<file path="config.mk">
export PLATFORM = sky130hd
export DESIGN_NAME = if_fetch_unit
export DESIGN_NICKNAME = d
export VERILOG_FILES = /design/src/rtl/cpu_pkg.sv /design/src/rtl/if_fetch_unit.sv
export SDC_FILE = /design/constraint.sdc
export NUM_CORES = 1
export LEC_CHECK = 0
export CORE_MARGIN = 2
export CORE_UTILIZATION = 35
export DETAILED_ROUTE_END_ITERATION = 7
export HOLD_SLACK_MARGIN = 0.08
export SETUP_SLACK_MARGIN = 0.1
export SYNTH_ARGS = -nofsm -noshare
export SYNTH_HDL_FRONTEND = slang
export SYNTH_SLANG_ARGS = --single-unit
</file>
<file path="constraint.sdc">
create_clock -name clk -period 2.79 [get_ports clk]
set_input_delay 0.558 -clock clk [delete_from_list [all_inputs] [get_ports clk]]
set_output_delay 0.558 -clock clk [all_outputs]
set_load 0.01 [all_outputs]
</file>
<file path="src/rtl/cpu_pkg.sv">
// cpu_pkg: constants and types shared by the MIPS pipeline blocks.
//   RESET_PC      - first fetch address after reset
//   NOP_WORD      - bubble word driven by the fetch stage when it has no instruction
//   fetch_state_t - fetch front-end FSM states (also used by trace printing)
//   word_align    - clears the byte-offset bits of an address
package cpu_pkg;

    localparam logic [31:0] RESET_PC = 32'h0000_3000;
    localparam logic [31:0] NOP_WORD = 32'h0000_0000;

    typedef enum logic {
        FETCH = 1'b0,
        DROP  = 1'b1
    } fetch_state_t;

    function automatic logic [31:0] word_align(input logic [31:0] a);
        return a & ~32'd3;
    endfunction

endpackage

</file>
<file path="src/rtl/if_fetch_unit.sv">
// if_fetch_unit: fetch-stage front end. Owns the PC, issues one instruction
// memory request at a time over req/ack, and holds the returned word in a
// one-entry buffer that feeds the IF/ID register.
//
// Ports:
//   clk, reset        - clock; synchronous active-high reset
//   stall             - IF/ID hold; buffered instruction is not consumed
//   redirect_valid/pc - flush and restart fetch at redirect_pc (bits [1:0] ignored)
//   imem_req/addr     - memory request; held stable until imem_ack
//   imem_ack/rdata    - memory completes the current request with this word
//   F_Instruction     - buffered instruction, or NOP_WORD when empty
//   F_PC              - PC of the buffered (or last loaded) instruction
//   F_valid           - buffer holds a real instruction
module if_fetch_unit #(
    parameter logic [31:0] RESET_PC = cpu_pkg::RESET_PC,
    parameter logic [31:0] NOP_WORD = cpu_pkg::NOP_WORD
) (
    input  logic        clk,
    input  logic        reset,
    input  logic        stall,
    input  logic        redirect_valid,
    input  logic [31:0] redirect_pc,
    output logic        imem_req,
    output logic [31:0] imem_addr,
    input  logic        imem_ack,
    input  logic [31:0] imem_rdata,
    output logic [31:0] F_Instruction,
    output logic [31:0] F_PC,
    output logic        F_valid
);

    cpu_pkg::fetch_state_t r_state;
    cpu_pkg::fetch_state_t w_state_nxt;

    logic [31:0] r_pc;
    logic [31:0] r_tgt;
    logic [31:0] r_buf_inst;
    logic [31:0] r_buf_pc;
    logic        r_buf_valid;
    logic        r_busy;        // request raised in an earlier cycle, not yet acked

    logic [31:0] w_redirect_tgt;
    logic        w_req;
    logic        w_ack;

    assign w_redirect_tgt = cpu_pkg::word_align(redirect_pc);

    // A new request starts only when the buffer will have room at the next
    // edge and no redirect is pending; an outstanding one is held until ack.
    // r_busy is always set in DROP, so DROP keeps the old request alive.
    assign w_req = !reset &&
                   (r_busy ||
                    (r_state == cpu_pkg::FETCH && (!r_buf_valid || !stall) && !redirect_valid));
    assign w_ack = w_req && imem_ack;

    always_ff @(posedge clk) begin
        if (reset) begin
            r_state <= cpu_pkg::FETCH;
        end else begin
            r_state <= w_state_nxt;
        end
    end

    always_comb begin
        w_state_nxt = r_state;
        case (r_state)
            cpu_pkg::FETCH: begin
                // Redirect against an un-acked request: wait for it to drain.
                if (redirect_valid && r_busy && !imem_ack) begin
                    w_state_nxt = cpu_pkg::DROP;
                end
            end
            cpu_pkg::DROP: begin
                if (w_ack) begin
                    w_state_nxt = cpu_pkg::FETCH;
                end
            end
            default: w_state_nxt = cpu_pkg::FETCH;
        endcase
    end

    always_ff @(posedge clk) begin
        if (reset) begin
            r_pc        <= RESET_PC;
            r_tgt       <= '0;
            r_buf_inst  <= '0;
            r_buf_pc    <= '0;
            r_buf_valid <= 1'b0;
            r_busy      <= 1'b0;
        end else begin
            r_busy <= w_req && !imem_ack;

            // PC / pending target
            if (r_state == cpu_pkg::DROP) begin
                if (redirect_valid) begin
                    r_tgt <= w_redirect_tgt;
                end
                // A redirect arriving with the draining ack still wins.
                if (w_ack) begin
                    r_pc <= redirect_valid ? w_redirect_tgt : r_tgt;
                end
            end else if (redirect_valid) begin
                if (!r_busy || imem_ack) begin
                    r_pc <= w_redirect_tgt;
                end else begin
                    r_tgt <= w_redirect_tgt;
                end
            end else if (w_ack) begin
                r_pc <= r_pc + 32'd4;
            end

            // Output buffer: flushed by redirect and throughout DROP; an ack
            // reloads it even while the current entry is being consumed.
            if (redirect_valid || r_state == cpu_pkg::DROP) begin
                r_buf_valid <= 1'b0;
            end else if (w_ack) begin
                r_buf_inst  <= imem_rdata;
                r_buf_pc    <= r_pc;
                r_buf_valid <= 1'b1;
            end else if (!stall) begin
                r_buf_valid <= 1'b0;
            end
        end
    end

    assign imem_req      = w_req;
    assign imem_addr     = r_pc;
    assign F_Instruction = r_buf_valid ? r_buf_inst : NOP_WORD;
    assign F_PC          = r_buf_pc;
    assign F_valid       = r_buf_valid;

endmodule

</file>
# Word level (Yosys, flattened, before mapping)
# Index checks and enable logic that the tools add are counted.
# classes
n_mux,15
eq_ne,4
addsub,1
bitwise_logic,2
n_reduce_logical,23
# ops
cell,n
2-to-1 mux 32 bit,10
"adder 32 x 3 -> 32 bit, second input constant",1
logical AND 1 bit,7
logical NOT 1 bit,6
logical OR 1 bit,4
2-to-1 mux 1 bit,4
"!= test 2 x 1 -> 1 bit, second input constant",2
AND reduction 2 bit,2
nonzero test 2 bit,2
"!= test 3 x 1 -> 1 bit, second input constant",1
AND reduction 3 bit,1
"!= test 2 bit, second input constant",1
inverter 1 bit,2
one-hot mux 1 bit (2 select lines),1
OR reduction 2 bit,1
# totals
elab_cells,52
regBits,131
output_inout_bits,98
in_bits,69

# Logic depth before layout (Yosys ltp)
# Gate-level depths: netlist of the first run.
# depth
word_depth,10
ltp_mapped,8
depth_no_buf,6

# Worst setup path before layout of the first run
# OpenSTA, ideal clock, no wires.
# synth_timing
kind,register -> register
start,"reg r_pc[2], in the netlist imem_addr[2]"
end,"reg r_pc[20], in the netlist imem_addr[20]"
setup_time_ns,0.134
required_time_ns,2.656
path_stages_with_launch,7
arrival_ns,1.970
path_buffers,0
setup_slack_ns,0.686
period_less_slack_ns,2.104
cell_sequence,dfxtp_1 -> ha_1 -> nand4_2 -> nor4_2 -> mux2_1 -> a221oi_1 -> a211oi_1
# synth_between
elab_chain_cells,4
# synth_lines
item,line,text
from (decl),if_fetch_unit.sv:35,logic [31:0] r_pc;
from (signal assigned),if_fetch_unit.sv:100,r_pc <= redirect_valid ? w_redirect_tgt : r_tgt;
from (signal assigned),if_fetch_unit.sv:104,r_pc <= w_redirect_tgt;
from (signal assigned),if_fetch_unit.sv:109,r_pc <= r_pc + 32'd4;
adder 32 x 3 -> 32 bit,if_fetch_unit.sv:109,
2-to-1 mux 32 bit,if_fetch_unit.sv:108,end else if (w_ack) begin
2-to-1 mux 32 bit,if_fetch_unit.sv:102,end else if (redirect_valid) begin
2-to-1 mux 32 bit,if_fetch_unit.sv:94,if (r_state == cpu_pkg::DROP) begin
# No other way between the ends. The select of a mux whose other input is x is not followed.
# A chain may end at the register's enable or synchronous reset.

# Worst setup path after layout of the first run
# layout_timing
start,in stall
end,out imem_req
# layout_between
elab_chain_cells,6
# layout_lines
item,line,text
from (decl),if_fetch_unit.sv:20,"input logic stall,"
logical NOT 1 bit,--,
logical OR 1 bit,if_fetch_unit.sv:53,(r_state == cpu_pkg::FETCH && (!r_buf_valid || !stall) && !redirect_valid));
logical AND 1 bit (2 in a row),if_fetch_unit.sv:53,
logical OR 1 bit,if_fetch_unit.sv:52,(r_busy ||
logical AND 1 bit,if_fetch_unit.sv:51,assign w_req = !reset &&
to (decl),if_fetch_unit.sv:23,"output logic imem_req,"
# No other way between the ends.

==> results of run 1 <==
how the worst max path moves through the flow:
stage / start / to / slack, ps / depth (start not counted)
finish: stall / imem_req / 260 / 5
global route: stall / imem_req / 170 / 5
CTS: stall / imem_req / 150 / 5
detailed placement: stall / imem_req / 160 / 5
global placement: stall / imem_req / 180 / 5
floorplan: imem_addr[2] / imem_addr[20] / 690 / 6
cells in the final DEF (no fill, tap or decap), types with 3 or more instances in the layout:
cell,count
a211oi_1,9
a21oi_1,126
a221o_1,4
a221oi_1,4
a31oi_1,7
and2_1,37
and3_1,5
buf_12,3
buf_4,32
clkbuf_1,6
clkbuf_16,17
clkdlybuf4s50_1,162
clkinv_2,5
dfxtp_1,131
inv_1,6
mux2i_1,5
nand2_1,242
nand2b_1,10
nand3_1,19
nand4_1,9
nor2_1,26
nor3_1,14
nor4_1,5
nor4_2,3
o211ai_1,3
o21a_1,4
o21ai_0,22
o21ai_1,4
o31ai_1,5
final cells by class:
type | instances | share of cell area [%]
multi-input combinational | 610 | 37.08
clock buffer | 25 | 5.556
sequential | 131 | 30.65
inverter | 6 | 0.2632
timing repair buffer | 198 | 22.52
tap | 225 | 3.290
clock inverter | 6 | 0.6434
flip-flops by register name (all words and copies together), names as in the netlist:
register,count
F_valid,1
r_state,1
r_tgt,32
r_buf_inst,32
F_PC,32
r_busy,1
imem_addr,32
power by group:
| part | switching (mW) | internal [mW] |
|---|---|---|
| Combinational | 0.315 | 0.301 |
| Clock | 0.788 | 1.26 |
| Sequential | 0.0751 | 1.94 |
| Total | 1.18 | 3.50 |
worst min-delay path: stages (launching register included):
cell and delay [ps]:
dfxtp_1 300, nand2_1 50, a21oi_1 50
cell usage after synthesis (3+ instances only):
| master | count | area, um^2 |
|---|---|---|
| nand4_1 | 9 | 56.30 |
| a211oi_1 | 9 | 67.56 |
| a221oi_1 | 4 | 35.03 |
| mux2i_1 | 5 | 50.05 |
| o211ai_1 | 3 | 22.52 |
| clkbuf_1 | 37 | 138.9 |
| nor4_1 | 5 | 31.28 |
| and2_1 | 37 | 231.5 |
| nand2_1 | 242 | 908.4 |
| buf_1 | 5 | 18.77 |
| nand3_1 | 19 | 95.09 |
| dfxtp_1 | 131 | 2623 |
| o31ai_1 | 5 | 37.54 |
| o21ai_0 | 22 | 110.1 |
| o21ai_1 | 4 | 20.02 |
| inv_1 | 6 | 22.52 |
| a21oi_1 | 126 | 630.6 |
| nor3_1 | 14 | 70.07 |
| nor4_2 | 3 | 37.54 |
| a221o_1 | 4 | 40.04 |
| buf_2 | 25 | 125.1 |
| and3_1 | 5 | 31.28 |
| o21a_1 | 4 | 30.03 |
| a31oi_1 | 7 | 43.79 |
| nand2b_1 | 10 | 62.56 |
| nor2_1 | 27 | 101.4 |
stage by stage:
step,std cells,util (%)
floorplan,814,-
finish,1201,49.99
detailed placement,1170,46.88
global route,1201,49.99
CTS,1201,49.98
global placement,1170,46.88
cell families (layout without fill, tap and decap cells):
kind of cell	after synthesis	in the layout	share of synthesized area, %
AND/OR/NAND/NOR	389	389	29.64
XOR/XNOR	3	3	0.4323
flip-flops	131	131	43.14
multiplexers	7	7	1.194
adder cells (fa/ha/maj)	1	1	0.2058
buffers and inverters	73	235	5.022
AO/OA/AOI/OAI	210	210	20.37
metal layers:
metal  vias up  wire length (um)
met5         -                 0
met4         0               199
met2       191              8617
met3        14              1406
met1      2797              8797
li1       3095                 -
timing repair:
action,4_1_cts,5_1_grt
resized for setup,0,1
setup endpoints to repair,0,1
buffers inserted,0,0
==> results by stage, run 1 <==
Floorplan:
- The count of boundary I/O pins is 167.
- Once the floorplan was initialized, standard cells occupied 35.52% of the core.
- The height of the die is 135.8 um.
- After floorplanning, the core was divided into 48 placement rows.
- In this run the standard cell core region covers 0.01712 mm^2.
- The die covers about 0.018 mm^2.
- The horizontal die dimension is 135.8 um.

CTS:
- The clock passes through at most 2 buffers.
- The maximum level of the CTS H-tree is 4.
- TritonCTS built the clock tree.
- The number of hold buffers added after CTS is 0.
- Clock tree synthesis inserted a total of 17 buffers.
- The CTS root buffer is clkbuf_16.
- The clock input transition at the sequential cells of the worst setup and hold paths is 50 ps.
- The total clock sinks is 131.
- The insertion delay of the later-clocked pin in the worst-skew pair is 420 ps.

Global routing:
- The most crowded layer after global routing is met2.
- The first-pass GRT wire length is between 20 and 30 mm.
- The via count of the first global-routing pass was ~5600.
- Entering global routing, the biggest net connects 61 pins.
- The overall global routing resource usage is 20.58%.
- In the global route stage, met2 resource usage came out at 32.91%.
- The met1 usage is between 20% and 30%.
- The initial antenna violation count is 0.
- The remaining global-route overflow is 0.
- The global-route track usage on met3 is between 4 and 5%.

Timing:
- Of the available clock period, the critical path in the final layout requires 90.80%.
- The total count of hold-check failures in the final report is 0.
- For this run, the top clock speed supported by timing is 0.3947 GHz.
- For the final database, setup skew stands at 9.833 ps.
- The smallest clock period supported by the final layout is computed as 2533 ps.
- The worst-margin pin slew is between 500 and 600 ps.
- Setup repair after global routing left no endpoint under its margin.
- Setup violations remaining at the end of the flow were counted as 0.
- Hold timing on the final database bottoms out at a slack of 448.0 ps.
- Adding up every negative setup slack in the final design gives 0 ps.
- In the post-route analysis, the smallest setup slack over all paths is 256.7 ps.
- The total count of max-transition violations in the final report is 0.
- The relative slew slack is 60.99%.

Worst setup path:
- The critical path class is in -> out.
- The kind of capture point of the worst setup path is an output port.
- For the worst flop-to-flop path, the logic depth is 6.
- The largest stage delay on the critical path is 570 ps.
- The largest driver fanout on the critical path is 3.
- The register-to-register path setup slack is between 400 and 500 ps.
- The most numerous cell type found on the critical path is clkdlybuf4s50_1.
- The worst register-to-register path begins at imem_addr[2].
- The signal on the critical path passes through clkdlybuf4s50_1 -> nand2_1 -> a21oi_1 -> nor2_2 -> clkdlybuf4s50_1.
- The critical-path cell with the highest stage delay is clkdlybuf4s50_1.
- The data required time at the worst endpoint is 2230 ps.
- The endpoint of the most critical register-to-register path is imem_addr[22].
- STA classifies the critical path startpoint as an input pin.
- The critical path buffer and inverter count is 2.
- At the worst endpoint, the arrival time is just under 2000 ps.
- Grouping stages by cell kind, the critical path spends the most delay in buffers and inverters.

Power and ir drop:
- In this run the static leakage power is 2.957 nW.
- IR analysis of the VDD net gives a maximum drop of 0.0004550 V.
- The power per cell area is 546.5 mW/mm^2.
- Summing internal, switching and leakage power gives 4.677 mW.

Detailed routing:
- The first routing iteration left 346 violations.
- The routed design has approximately 19 mm of wire.
- The detail route stage leaves a number of antenna-violating nets equal to 0.
- The detailed-router iteration count before antenna repair is 5.
- The post-detailed-route DRC marker count is 0.
- Dividing the detail-routed wire length by the instance count gives ~16 um.
- The routed layout has 6097 vias.
- The via count normalized by instance count is 5.077.

Finish:
- In the final layout, the share of cells above drive strength 1 is under 10%.
- Fill cells in the final layout number 1743.
- From synthesis to final layout, the design area changed by 40.75%.
- Registers take between 0.002 and 0.003 mm^2.
- The net count of the finished layout is 1034.
- The multi-input combinational cells in the finished layout cover a total of 0.003173 mm^2.
- The area of all placed cells without fillers is ~0.0086 mm^2.
- The final antenna diode count is 0.

Job:
- The count of maximum capacitance violations is 0.

Logic synthesis:
- The count of state elements after synthesis is between 100 and 150.
- Yosys printed 0 warnings.
- Counting flops with a built-in enable in the synthesized netlist gives 0.
- Summing every instance area after synthesis gives around 0.0061 mm^2.
- The share of async-settable or async-resettable flops after synthesis is 0%.
- Summing the sequential cell areas from Yosys gives a little over two fifths of the chip area.
- The synthesized netlist contains 57 unique library cells.
- The average instance in the mapped netlist occupies 7.469 um^2.
- After technology mapping, the gate count stands at about 800.
- The number of nets handed over by synthesis was just under 900.
- In the synthesized netlist the dominant register cell turns out to be dfxtp_1.

Placed design:
- The post-detailed-placement half-perimeter wirelength is 12.85 mm.
- Port buffering added 164 buffers.
- The instance area after placement is between 0.008 and 0.009 mm^2.
- At the end of routability-driven placement, the weighted congestion stood at 0.8082.
- The worst slack at placement is approximately 160 ps.

Min path:
- The startpoint of the most critical hold path is r_buf_inst[10].
- The worst hold path belongs to the class reg -> reg.
- The path with the worst hold slack has its endpoint at r_buf_inst[10].
- Counting instances, the worst hold path has a depth of 2.

Status:
- The run finished with clean final reports.
(Power assumes the default switching activity.)
==> run 2: changes to the inputs <==
CORE_UTILIZATION = 48   (was 35)
PLACE_DENSITY = 0.8   (was default)
==> run 2 against run 1 <==
  * Critical path depth stayed put
  * Combinational power rose by 3%
  * Design area grew 0.26%
  * Routed wire length decreased by 5.9%
  * Sequential share of layout area shrank 0.080 points
  * First-iteration DRC count rose by 53%
  * Worst setup slack worse by 85 ps
  * Count of clock-buffer cells in the layout shrank 1
  * Fmax down 3.2%
  * Core utilization is 19 points higher
  * Worst hold slack about the same
  * Critical path type unchanged
  * Critical endpoint unchanged
  * Highest routed layer unchanged
==> results by stage, run 2 (synthesized netlist as in run 1, its figures left out) <==
CTS:
- For this design, the CTS-stage hold fixing added 0 buffers.
- The number of clock buffers inserted by TritonCTS is 17.
- The maximum count of clock buffers along a single path is 2.
- The cell sitting at the root of the clock tree is a clkbuf_16.
- The maximum level of the CTS H-tree is 4.
- The CTS tree is yes.
- The total clock sinks is 131.
- The post-CTS setup-driven buffer insertion count is 0.
- The insertion delay of the later-clocked pin in the worst-skew pair is 420 ps.
- The clock input transition at the sequential cells of the worst setup and hold paths is 60 ps.

Detailed routing:
- The routed layout has around 6300 vias.
- The via count normalized by instance count is 5.451.
- Summed over all layers, the routed wires come to 17.90 mm.
- The number of DRC violations after detailed-routing iteration 0 is ~530.
- The post-detailed-route DRC marker count is 0.
- The remaining antenna violation count after routing is 0.
- The first detailed-routing pass ran for 5 iterations.
- The routed length per instance is approximately 16 um.

Power and ir drop:
- Dividing total power by cell area gives a power density of 565.0 mW/mm^2.
- The sequential share of power is 41.5%.
- Combinational cells account for 13.1% of the total power.
- The leakage power total is 2.989 nW.
- The clock network is responsible for roughly 45% of the overall power.
- The peak supply drop is about 0.00042 V.
- Internal power comes to ~3.7 mW.
- The net switching fraction of the power is 24.61%.
- The analysis attributes to net switching a power of 1.193 mW.

Floorplan:
- The die covers ~0.014 mm^2.
- In this run the count of I/O pins placed on the die edge is 167.
- The starting utilization of the core area is between 40% and 50%.
- The area inside the core boundary is 0.01252 mm^2.
- The standard-cell row count is 41.
- The horizontal die dimension is ~120 um.
- The die is 116.5 um tall.

Worst setup path:
- Data on the critical path is required at its endpoint by 2230 ps.
- The data arrival time of the critical path is 2060 ps.
- The signal on the critical path passes through clkdlybuf4s50_1 -> nand2_1 -> a21oi_1 -> nor2_2 -> clkdlybuf4s50_1.
- The largest stage delay on the critical path is between 500 and 600 ps.
- Together, buffers and inverters on the worst path number 2.
- The slowest stage of the critical path belongs to the cell clkdlybuf4s50_1.
- STA classifies the critical path endpoint as an output port.
- The largest driver fanout on the critical path is 3.
- The most frequent cell on the critical path is clkdlybuf4s50_1.
- Grouping stages by cell kind, the critical path spends the most delay in buffers and inverters.
- The worst setup path is of the in -> out kind.
- The launching element type of the critical path is an input pin.

Global routing:
- Entering global routing, the biggest net connects 81 pins.
- Global routing finished with a remaining overflow of 0.
- The first-pass GRT wire length is around 28 mm.
- Global routing consumed, over all layers together, 26.25% of the routing resources.
- The via count of the first global-routing pass is 5533.
- The initial antenna violation count is 0.

Timing:
- Setup repair after global routing left no endpoint under its margin.
- After layout, the worst path uses 93.84% of the clock period.
- Summed over all failing endpoints, the final setup total negative slack is 0 ps.
- The total setup violations reported at the end of the flow is 0.
- The worst-margin pin slew is 848.0 ps.
- The relative slew slack is ~43%.
- The total count of hold-check failures in the final report is 0.
- The worst clock skew is around 8.4 ps.
- The total count of max-transition violations in the final report is 0.
- The shortest period the worst path allows is 2618 ps.
- The highest achievable clock rate is 0.3820 GHz.

Placed design:
- Detailed placement ended at an HPWL of approximately 12 mm.
- Buffers placed on the I/O ports in this run total 164.
- The routability congestion estimate from global placement is 0.9007.
- The instance area after placement is 0.007985 mm^2.

Job:
- Max-cap violations in this run came to 0.

Finish:
- The layout cell share with drive strength beyond 1 is under 10%.
- The synthesis-to-layout area growth is 41.12%.
- In the layout the commonest cells are nand2_1, clkdlybuf4s50_1, dfxtp_1.
- 0 antenna diodes ended up in the layout.
- At the end of the flow, the number of nets in the layout was 1036.
- The most common cell after layout, fill and taps aside is nand2_1.
- The area of all placed cells without fillers is 0.008579 mm^2.

Min path:
- In this run the worst hold path is classified as reg -> reg.

Status:
- The flow ran to the end, and the final reports show no timing, DRC or antenna violations.
==> run 2: layout make-up <==
type                            instances  area [um^2]
Fill cell                            1071         3938
Inverter                                6        22.52
Clock inverter                          8        100.1
Timing Repair Buffer                  200         1954
Tap cell                              172        215.2
Multi-Input combinational cell        610         3173
Clock buffer                           24        491.7
Sequential cell                       131         2623
==> run 2: power groups by stage <==
stage	clock [mW]	combinational (mW)	sequential (mW)
finish	2.20	0.633	2.01
global route	2.30	0.684	2.02
CTS	2.23	0.630	2.01
detailed placement	0	0.626	2.05
global placement	0	0.620	2.05
floorplan	0	0.292	2.05
==> run 2: per-stage QoR <==
step	utilization (%)	hold slack (ps)	power [mW]	worst slack (ps)	instances
global route	68.54	456.9	5.008	109.2	1151
floorplan	-	431.7	2.342	686.5	814
detailed placement	63.79	441.8	2.676	98.10	1119
CTS	68.54	436.9	4.867	150.5	1151
finish	68.54	448.1	4.847	171.9	1151
global placement	63.79	437.6	2.667	90.70	1119
==> run 2: repair_timing <==
item | 4_1_cts | 5_1_grt
gates resized for setup | 1 | 0
hold endpoints to repair | 0 | 0
setup endpoints to repair | 1 | 0
==> run 2: worst reg2reg max path, delay by kind of cell (launching register included) <==
kind | cells | cell delay [ps]
AND/OR/NAND/NOR | 2 | 750
flip-flops | 1 | 330
multiplexers | 1 | 380
adder cells (fa/ha/maj) | 1 | 260
AO/OA/AOI/OAI | 2 | 370
==> run 2: path summary, 6_finish.rpt <==
kind / slack [ps] / cells after the start / to / start
max: 170 / 5 / imem_req / stall
min: 450 / 2 / r_buf_inst[24] / r_buf_inst[24]
max reg2reg: 540 / 6 / imem_addr[20] / imem_addr[2]
min reg2reg: 450 / 2 / r_buf_inst[24] / r_buf_inst[24]
==> run 2: metal layers <==
metal | track usage, % | share of wire (%) | vias to the layer above
met4 | 11.45 | 2.0 | 0
li1 | - | - | 3090
met2 | 40.70 | 46 | 245
met5 | 0 | 0 | -
met3 | 6.020 | 7.8 | 32
met1 | 35.20 | 45 | 2907
==> run 3: changes to the inputs <==
RECOVER_POWER = 25   (was default)
==> run 3 against run 2 <==
  * Clock skew decreased by 1.0 ps
  * Fmax about the same
  * Worst setup slack better by 1.6 ps
  * Count of clock-buffer cells in the layout stayed put
  * Global-route usage unchanged
  * Largest cell class unchanged
==> results by stage, run 3 (synthesized netlist as in run 1, its figures left out) <==
Worst setup path:
- The critical path class is in -> out.
- In this run the critical register-to-register path is launched from r_state.
- The worst register-to-register path ends at imem_addr[26].
- STA classifies the critical path endpoint as an output port.
- The largest driver fanout on the critical path is 3.
- For flop-to-flop paths, the worst setup slack is 360 ps.
- The data arrival time of the critical path is 2060 ps.
- The data required time at the worst endpoint is 2230 ps.
- The depth of the worst register-to-register path is 7.
- The launching element type of the critical path is an input pin.

Finish:
- Fill cells in the final layout number roughly 1100.
- The synthesis-to-layout area growth is 40.63%.
- For this run, the share of the core covered by cells in the final layout is about two thirds.
- Leaving out fill and tap cells, the most frequent cell in the layout is nand2_1.
- Leaving out fill and tap cells, the most frequent cells in the layout are nand2_1, dfxtp_1, clkdlybuf4s50_1.
- Summing all flip-flop and latch instances after layout gives 0.002623 mm^2.
- Of the cells placed in the final design, the portion with a size suffix greater than 1 is 8.172%.
- The footprint of the multi-input gates is 0.003173 mm^2.
- The final layout net count is a little over 1000.

Detailed routing:
- The post-detailed-routing wire length is 17.87 mm.
- In the routed design, unresolved DRC markers number 0.
- The first routing iteration left 461 violations.
- Dividing the detail-routed via count by the number of cells gives between 5 and 6.
- The detailed-router iteration count before antenna repair is 5.
- The remaining antenna violation count after routing is 0.
- The routed length per instance is 15.51 um.
- The routed layout has 6308 vias.

CTS:
- TritonCTS created 17 clock buffers.
- At the later pin of the worst-skew pair, clock insertion delay measures approximately 420 ps.
- The clock tree synthesis step divided the H-tree into 4 levels.
- The post-CTS setup-driven buffer insertion count is 0.
- The CTS root buffer is clkbuf_16.
- The clock input transition at the sequential cells of the worst setup and hold paths is 50 ps.
- The maximum count of clock buffers along a single path is 2.
- TritonCTS built the clock tree.
- The tree built by TritonCTS fans out to roughly 130 sinks.

Global routing:
- Global routing used about a quarter of the available tracks across all layers.
- The via count of the first global-routing pass was 5533.
- The first global-routing pass estimated roughly 28 mm of wire.
- Global routing consumed, on the met3 layer, 6.020% of the routing resources.
- Entering global routing, the biggest net connects 81 pins.
- The most crowded layer after global routing is met2.
- The initial antenna violation count came to 1.
- For met1 alone, demand over resource in global routing was 35.20%.
- The remaining global-route overflow is 0.
- The met2 usage is 40.70%.

Timing:
- For the final database, setup skew stands at around 7.3 ps.
- Counting I/O delays and the setup requirement, the final critical path takes 2617 ps.
- The total count of max-transition violations in the final report is 0.
- The aggregate negative setup slack is 0 ps.
- The tightest hold path in the finished design has a slack of 447.2 ps.
- Setup violations remaining at the end of the flow were counted as 0.
- The highest achievable clock rate is about 0.38 GHz.
- The worst-margin pin slew is 1060 ps.
- Of the available clock period, the critical path in the final layout requires 93.78%.
- Setup repair after global routing left no endpoint under its margin.
- The relative slew slack is 29.32%.
- The total count of hold-check failures in the final report is 0.

Min path:
- The startpoint of the most critical hold path is F_PC[29].
- The path with the worst hold slack has its endpoint at F_PC[29].
- The tightest min-delay check is of the reg -> reg type.
- The cell depth of the worst min-delay path is 2.

Power and ir drop:
- The power per cell area is 565.8 mW/mm^2.
- Across the VDD grid, the largest voltage drop is 0.0004193 V.
- For this design the total switching power over the nets is between 1 and 1.5 mW.
- The clock network burns 45.6% of the power.
- The analysis attributes to cell leakage a power of 3.080 nW.
- The net switching fraction of the power is 24.67%.
- Of the total power, combinational logic draws 12.9%.
- Internal power comes to between 3 and 4 mW.
- Of the total power, registers draw 41.6%.

Placed design:
- Buffers placed on the I/O ports in this run total 164.
- The congestion estimate from routability-driven global placement came to 0.9007.
- The post-detailed-placement half-perimeter wirelength is between 10 and 15 mm.

Status:
- The run finished with clean final reports.

Floorplan:
- In this run the vertical extent of the chip is about 120 um.
- The starting utilization of the core area is 48.57%.
- The die outline area is 0.01358 mm^2.
- In this run the standard cell core region covers 0.01252 mm^2.
- The standard-cell row count is 41.
- The horizontal die dimension is 116.5 um.
- 167 I/O pins were placed.

Job:
- The count of maximum capacitance violations is 0.
## run 3: cell types whose count changed in the layout (fill, tap and decap cells not counted)
cell and delta:
clkdlybuf4s50_1 -33, dlygate4sd3_1 +33, buf_4 -5, clkbuf_1 +4
clkbuf_2 +2, and2_0 +1, and2_1 -1, buf_12 -1
diode_2 +1
## run 3: cell type report
type	count	share of cell area (%)
Antenna cell	1	0.02927
Clock buffer	24	5.752
Clock inverter	8	1.171
Inverter	6	0.2634
Multi-Input combinational cell	610	37.11
Sequential cell	131	30.67
Tap cell	172	2.517
Timing Repair Buffer	200	22.48
## run 3: layer usage
layer | part of all wire [%] | vias up
met5 | 0 | -
met4 | 1.7 | 0
met3 | 7.8 | 27
met2 | 46 | 255
met1 | 44 | 2932
li1 | - | 3094
## run 3: metrics by stage
| stage | instances | setup slack, ps | cell area [um^2] | power, mW |
|---|---|---|---|---|
| final | 1152 | 173.5 | 8549 | 4.837 |
| after global placement | 1119 | 90.70 | 7985 | 2.667 |
| after floorplan | 814 | 686.5 | 6080 | 2.342 |
| after CTS | 1151 | 150.5 | 8579 | 4.867 |
| after detailed placement | 1119 | 98.10 | 7985 | 2.676 |
| after global routing | 1152 | 112.4 | 8549 | 4.997 |
## run 3: how the worst max path moves through the flow
stage | start | to | slack (ps) | cells past startpoint
after floorplan | imem_addr[2] | imem_addr[20] | 690 | 6
after global placement | stall | imem_req | 90 | 5
after detailed placement | stall | imem_req | 100 | 5
after CTS | stall | imem_req | 150 | 5
after global routing | stall | imem_req | 110 | 5
final | stall | imem_req | 170 | 5
## run 3: power by group through the flow
stage,combinational [mW],clock [mW],sequential (mW)
detailed placement,0.626,0,2.05
global placement,0.620,0,2.05
floorplan,0.292,0,2.05
finish,0.622,2.20,2.01
global route,0.673,2.30,2.02
CTS,0.630,2.23,2.01
## run 3: worst max-delay path, cell delays in order
cell             delay (ps)
clkdlybuf4s50_1         460
nand2_1                 140
a21oi_1                 110
nor2_2                  200
clkdlybuf4s50_1         580
## run 3: timing repair
action                                  4_1_cts  5_1_grt
resized for setup                             1        0
endpoints found under the setup margin        1        0
hold buffers                                  0        0
